--- src/rtl/idecode_queue.sv ---
// Instruction decode stage fronted by a DEPTH-entry prefetch queue; decodes the head entry.
// Latency: a word pushed at edge N is decoded on the outputs in the cycle after edge N (no bypass).
// Backpressure: in_ready drops when the queue is full; the head is held until out_ready pops it.
module idecode_queue #(
  parameter int DATA_W = 16,
  parameter int DEPTH  = 4,
  parameter int CNT_W  = $clog2(DEPTH + 1)
) (
  input  logic              clk,
  input  logic              rst,
  input  logic              flush,
  input  logic [15:0]       in_ir,
  input  logic              in_valid,
  output logic              in_ready,
  input  logic [1:0]        reg_sel,
  output logic              out_valid,
  input  logic              out_ready,
  output logic [2:0]        opcode,
  output logic [1:0]        ALU_op,
  output logic [1:0]        shift_op,
  output logic [DATA_W-1:0] sximm5,
  output logic [DATA_W-1:0] sximm8,
  output logic [2:0]        rn_addr,
  output logic [2:0]        rd_addr,
  output logic [2:0]        rm_addr,
  output logic [2:0]        r_addr,
  output logic [2:0]        w_addr,
  output logic [CNT_W-1:0]  count
);

  localparam int PTR_W = $clog2(DEPTH);

  logic [15:0]      mem [DEPTH];
  logic [PTR_W-1:0] rd_ptr;
  logic [PTR_W-1:0] wr_ptr;
  logic [CNT_W-1:0] count_q;
  logic             push;
  logic             pop;
  logic [15:0]      head;
  logic [2:0]       sel_addr;

  // Handshake status comes only from registered occupancy, so a pop never frees a slot in the same cycle.
  assign in_ready  = (count_q != CNT_W'(DEPTH));
  assign out_valid = (count_q != '0);
  assign push      = in_valid && in_ready;
  assign pop       = out_valid && out_ready;
  assign count     = count_q;

  // Storage write; no reset needed because occupancy alone decides what is visible.
  always_ff @(posedge clk) begin
    if (!rst && !flush && push) begin
      mem[wr_ptr] <= in_ir;
    end
  end

  // Pointer and occupancy update; reset and flush both empty the queue and win over push/pop.
  always_ff @(posedge clk) begin
    if (rst || flush) begin
      rd_ptr  <= '0;
      wr_ptr  <= '0;
      count_q <= '0;
    end else begin
      if (push) wr_ptr <= wr_ptr + PTR_W'(1);
      if (pop)  rd_ptr <= rd_ptr + PTR_W'(1);
      case ({push, pop})
        2'b10:   count_q <= count_q + CNT_W'(1);
        2'b01:   count_q <= count_q - CNT_W'(1);
        default: count_q <= count_q;
      endcase
    end
  end

  // Head word; an empty queue decodes as all-zero so stale storage never leaks out.
  assign head = out_valid ? mem[rd_ptr] : 16'h0000;

  assign opcode   = head[15:13];
  assign ALU_op   = head[12:11];
  assign shift_op = head[4:3];
  assign rn_addr  = head[10:8];
  assign rd_addr  = head[7:5];
  assign rm_addr  = head[2:0];
  assign sximm5   = {{(DATA_W-5){head[4]}}, head[4:0]};
  assign sximm8   = {{(DATA_W-8){head[7]}}, head[7:0]};

  // Register-field select for the register file ports; read and write address are the same field.
  always_comb begin
    sel_addr = head[2:0];
    case (reg_sel)
      2'd1:    sel_addr = head[7:5];
      2'd2:    sel_addr = head[10:8];
      default: sel_addr = head[2:0];
    endcase
  end

  assign r_addr = sel_addr;
  assign w_addr = sel_addr;

endmodule

--- config.mk ---
export PLATFORM = sky130hd
export DESIGN_NAME = idecode_queue
export DESIGN_NICKNAME = d
export VERILOG_FILES = /design/src/rtl/idecode_queue.sv
export SDC_FILE = /design/constraint.sdc
export NUM_CORES = 1
export LEC_CHECK = 0
export ABC_CLOCK_PERIOD_IN_PS = 3900
export BUFFER_PORTS_ARGS = -buffer_cell sky130_fd_sc_hd__buf_2
export CAP_MARGIN = 25
export CORE_UTILIZATION = 40
export DETAILED_ROUTE_END_ITERATION = 16
export GPL_TIMING_DRIVEN = 0
export HOLD_SLACK_MARGIN = 0.03
export SETUP_SLACK_MARGIN = 0.02
export SYNTH_ARGS = -nofsm -noshare
export SYNTH_HDL_FRONTEND = slang
export SYNTH_SLANG_ARGS = --single-unit
--- constraint.sdc ---
create_clock -name clk -period 3.9 [get_ports clk]
set_input_delay 1.17 -clock clk [delete_from_list [all_inputs] [get_ports clk]]
set_output_delay 1.17 -clock clk [all_outputs]
set_load 0.1 [all_outputs]
After elaboration in Yosys (flattened, before gate mapping)
Memories as Yosys holds them, arrays and structs flattened. A register that Yosys moved wholly into a read port is not among the register bits. Cells that the tools add are included.

Output and inout bits: 59. Input port bits: 23. Bits in writable memories: 64. Logic and storage cells: 29. Bits in registers: 7. Memories: 1.

Memories: mem (words 4, bits a word 16, rd ports 1, clocked after Yosys merged registers in 1, write ports 1, line 33) `logic [15:0] mem [DEPTH];`.

Multiplexer cells: 7. Reduce and logical (&&, ||, !) cells: 9. Equal/unequal tests: 5. Add/sub/neg operators: 4.

Operators by type and width (count): 16-bit 2-to-1 mux (1); 3-bit case mux with 2 select lines (2); 2-bit by 1-bit adder with 2-bit output (second input constant) (2); 2-bit by 1-bit equality test with 1-bit output (second input constant) (2); 2-bit equality test (second input constant) (2); 1-bit logical AND (4); 2-bit 2-to-1 mux (2); 3-bit by 1-bit adder with 3-bit output (second input constant) (1); 3-bit != test (second input constant) (1); 3-bit nonzero test (1); 3-bit by 1-bit subtractor with 3-bit output (second input constant) (1); 1-bit zero test (2); 1-bit 2-to-1 mux (2); 2-bit nonzero test (1); 1-bit logical OR (1).

Longest topological paths before layout
Depth in word-level cells: 5. Gate-level depth with buffers: 10. Mapped depth without buffers: 9.

Worst setup path before layout
No wires, ideal clock.

Path type: register to output. Start: register count_q[0] (netlist: count[0]). End: output sximm8[10]. Path slack: -1.101 ns. Data arrival time: 3.831 ns. Buffers on the path: 3. Cell stages (with the launch flop): 6. Cell sequence: dfxtp_1 -> or3_1 -> buf_2 -> clkbuf_1 -> and2_1 -> buf_4.

Cells in the longest elaborated chain, start to end: 2.

RTL lines: start, declared (line 36) `logic [CNT_W-1:0] count_q;`; start signal, assigned (line 66) `2'b10: count_q <= count_q + CNT_W'(1);`; start signal, assigned (line 67) `2'b01: count_q <= count_q - CNT_W'(1);`; start signal, assigned (line 68) `default: count_q <= count_q;`; 3-bit nonzero test (line 44) `assign out_valid = (count_q != '0);`; via out_valid (line 16) `output logic out_valid,`; 16-bit 2-to-1 mux (line 74) `assign head = out_valid ? mem[rd_ptr] : 16'h0000;`; end, declared (line 22) `output logic [DATA_W-1:0] sximm8,`.

The timed path passes the listed nets, and every way through them passes these cells.

Worst setup path in the final report
Start: input reg_sel[0]. End: output w_addr[1].

Cells in the longest elaborated chain, start to end: 2. Elaborated cells on any way between the ends: 3. Those cells by class: 2 x eq/ne; 1 x mux.

RTL lines: start, declared (line 15) `input logic [1:0] reg_sel,`; 2-bit equality test or 2-bit by 1-bit equality test with 1-bit output (tied branches) (line 88) `case (reg_sel)`; 3-bit case mux with 2 select lines * (line 88); end, declared (line 27) `output logic [2:0] w_addr,`.

Mark *: on every way between the ends. The rest lies on a longest branch, timed or not.

==> flow_metrics.py <==
metrics = {
    "status": {
        "status": "complete, no violations",
    },
    "timing": {
        "finalWorstSetupSlack_ns": 0.173,
        "post-route-period-util": 0.956,
        "hold_slack_ns": 0.516,
        "max_freq_ghz": 0.268,
        "worstMarginPinSlew_ns": 0.881,
        "hold_viol": 0,
        "drv_slew": 0,
        "rsz0062_at_grt": "false",
        "fin_setup_tns_ns": 0,
        "relSlewSlack": 0.412,
        "layout_min_cycle_time_ns": 3.73,
        "setup_viol": 0,
        "skew_ns": 0.0100,
    },
    "clock_tree": {
        "cts-root-buf": "clkbuf_8",
        "cts_hold_buf": 0,
        "postCtsSetupBuffers": 0,
        "cts_buffer_depth": 2,
        "cts_tree": "done",
        "ctsHtreeMaxLevel": 3,
        "cts_buffers": 9,
        "post_cts_resized": 0,
        "clkSinkCount": 73,
        "clk_pin_slew_ns": 0.07,
        "clk_latency_ns": 0.34,
    },
    "min_path": {
        "min-delay-start": "count[2]",
        "min_path_type": "reg2reg",
        "min_to": "count[2]",
        "whs_path_depth": 2,
    },
    "critical_path": {
        "arrival_ns": 2.56,
        "r2r-start": "count[2]",
        "rrSetupSlack_ns": 1.52,
        "cp-end-kind": "output port",
        "crit_required_ns": 2.73,
        "rr_worst_depth": 10,
        "path_class": "in2out",
        "path_max_fanout": 6,
        "worst_r2r_endpoint": "count[2]",
        "crit_path_start_kind": "input pin",
    },
    "pwr": {
        "pwr-share-comb": 0.217,
        "p_per_area_nw_per_um2": 469,
        "p_leak_uw": 0.00175,
        "p_int_uw": 1300,
        "switching_power_uw": 613,
        "pwr-share-seq": 0.450,
        "pwr-share-clk": 0.333,
        "vdd_ir_drop_max_mv": 0.233,
        "power_uw": 1920,
        "switching_share": 0.320,
    },
    "floorplan": {
        "dieArea_um2": 8650,
        "ios": 82,
        "core.rowCount": 32,
        "fp.dieW_um": 93.0,
        "initial_core_util": 0.422,
        "fp.dieH_um": 93.0,
        "coreArea_um2": 7850,
    },
    "placement": {
        "preCtsSetupSlack_ns": 0.187,
        "place.detailed.hpwl_um": 4030,
        "place.gp.congestion": 0.694,
        "io_buffer_count": 81,
        "dpl.cell_count": 393,
    },
    "finish": {
        "layoutNonFillerInstCount": 409,
        "multi_input_area_um2": 867,
        "syn_to_final_growth_pct": 23.4,
        "layout-drive-gt1-share": 0.521,
        "final_cell_mix": "85 x buf_2, 64 x edfxtp_1, 35 x buf_4",
        "seqCellArea_um2": 2110,
        "fill_cells": 700,
        "final_common_cell": "buf_2",
        "antennaDiodeCount": 0,
        "final_nets": 333,
    },
    "routing": {
        "drt-wirelength-per-cell_um": 14.1,
        "drtIter0Drc": 50,
        "num_vias": 1917,
        "antenna_left": 0,
        "drt-vias-per-instance": 4.69,
        "dr.pass1.iters": 4,
        "finalWirelength_um": 5750,
        "drc": 0,
    },
    "global_routing": {
        "grt_pass1_wl_um": 9150,
        "antenna_found_initial": 0,
        "grt_overflow": 0,
        "grt_pass1_vias": 1832,
        "grt_max_degree": 17,
        "grt_use_total": 0.145,
    },
    "synth": {
        "yosysUniqueCellTypes": 27,
        "netlist_instances": 210,
        "syn_area_um2": 3310,
        "avgSynthCellArea_um2": 15.8,
        "seq_area_frac_synth": 0.635,
        "ys_ff_latch": 73,
        "ys_warn_count": 0,
        "syn_nets": 241,
    },
    "job": {
        "max_cap_viol_count": 0,
    },
}
==> synth_stat cells <==
| library cell | count | area, µm² |
|---|---|---|
| buf_12 | 1 | 20.0 |
| ha_1 | 7 | 87.6 |
| and2_4 | 1 | 8.76 |
| dfxtp_1 | 9 | 180 |
| inv_1 | 10 | 37.5 |
| o311ai_0 | 1 | 8.76 |
| nand4_1 | 6 | 37.5 |
| buf_4 | 35 | 263 |
| or3b_1 | 1 | 8.76 |
| a21o_1 | 2 | 15.0 |
| or2_2 | 1 | 6.26 |
| or3_1 | 2 | 12.5 |
| o21ai_0 | 1 | 5.00 |
| and2_1 | 16 | 100 |
| mux4_1 | 6 | 158 |
| and3_1 | 4 | 25.0 |
| clkbuf_1 | 3 | 11.3 |
| o31ai_1 | 1 | 7.51 |
| buf_6 | 1 | 11.3 |
| a21oi_1 | 4 | 20.0 |
| nand3_1 | 8 | 40.0 |
| buf_2 | 4 | 20.0 |
| xor2_1 | 4 | 35.0 |
| fa_1 | 1 | 20.0 |
| nor2_1 | 7 | 26.3 |
| mux4_2 | 10 | 225 |
| edfxtp_1 | 64 | 1920 |
==> power groups by stage <==
stage | Clock (µW) | Sequential [µW] | Combinational [µW]
2_1_floorplan | 0 | 888 | 344
3_3_place_gp | 0 | 880 | 415
3_5_place_dp | 0 | 880 | 418
4_1_cts | 651 | 862 | 418
5_1_grt | 682 | 863 | 434
6_report | 639 | 862 | 416
==> state kept, by name (all words and copies together), names as in the netlist, named ones only <==
name    count
wr_ptr      2
mem        64
count       3
rd_ptr      2
==> worst max-delay path: stages <==
cell and delay, ns:
buf_2 0.09, inv_1 0.04, ha_1 0.34, inv_1 0.17, nand4_1 0.15, nand3_2 0.09
buf_4 0.10, buf_2 0.41
==> per-stage QoR <==
step                instance area, µm²   util
floorplan                         3340      -
global placement                  3870  0.493
detailed placement                3870  0.493
CTS                               4090  0.521
global route                      4090  0.521
finish                            4090  0.521
==> layout make-up <==
| class | instances | share of cell area |
|---|---|---|
| flip-flops and latches | 73 | 0.515 |
| multi-input cells | 83 | 0.212 |
| repair buffers | 81 | 0.0992 |
| plain buffers | 44 | 0.0799 |
| clock buffers | 10 | 0.0312 |
| well taps | 102 | 0.0312 |
| clock inverters | 6 | 0.0220 |
| inverters | 10 | 0.00918 |
==> worst max path at each step <==
stage	from	endpoint	depth (start not counted)
floorplan	count[1]	w_addr[2]	6
global placement	reg_sel[0]	w_addr[1]	8
detailed placement	reg_sel[0]	w_addr[1]	8
CTS	reg_sel[0]	w_addr[1]	8
global route	reg_sel[0]	w_addr[1]	8
finish	reg_sel[0]	w_addr[1]	8
==> cells by family after synthesis <==
group           count (synthesis)  share of synthesized area
flops                          73                      0.635
xor+xnor                        4                     0.0106
simple gates                   46                     0.0801
fa+ha+maj                       8                     0.0325
compound gates                  9                     0.0170
buf+inv                        54                      0.110
mux                            16                      0.116
==> layer usage <==
layer,vias to the layer above,GRT usage,part of all wire
li1,926,-,-
met1,907,0.180,0.43
met2,74,0.238,0.49
met3,10,0.0317,0.062
met4,0,0.0756,0.019
met5,-,0,0
No activity file was read; power rests on OpenSTA's default activity.
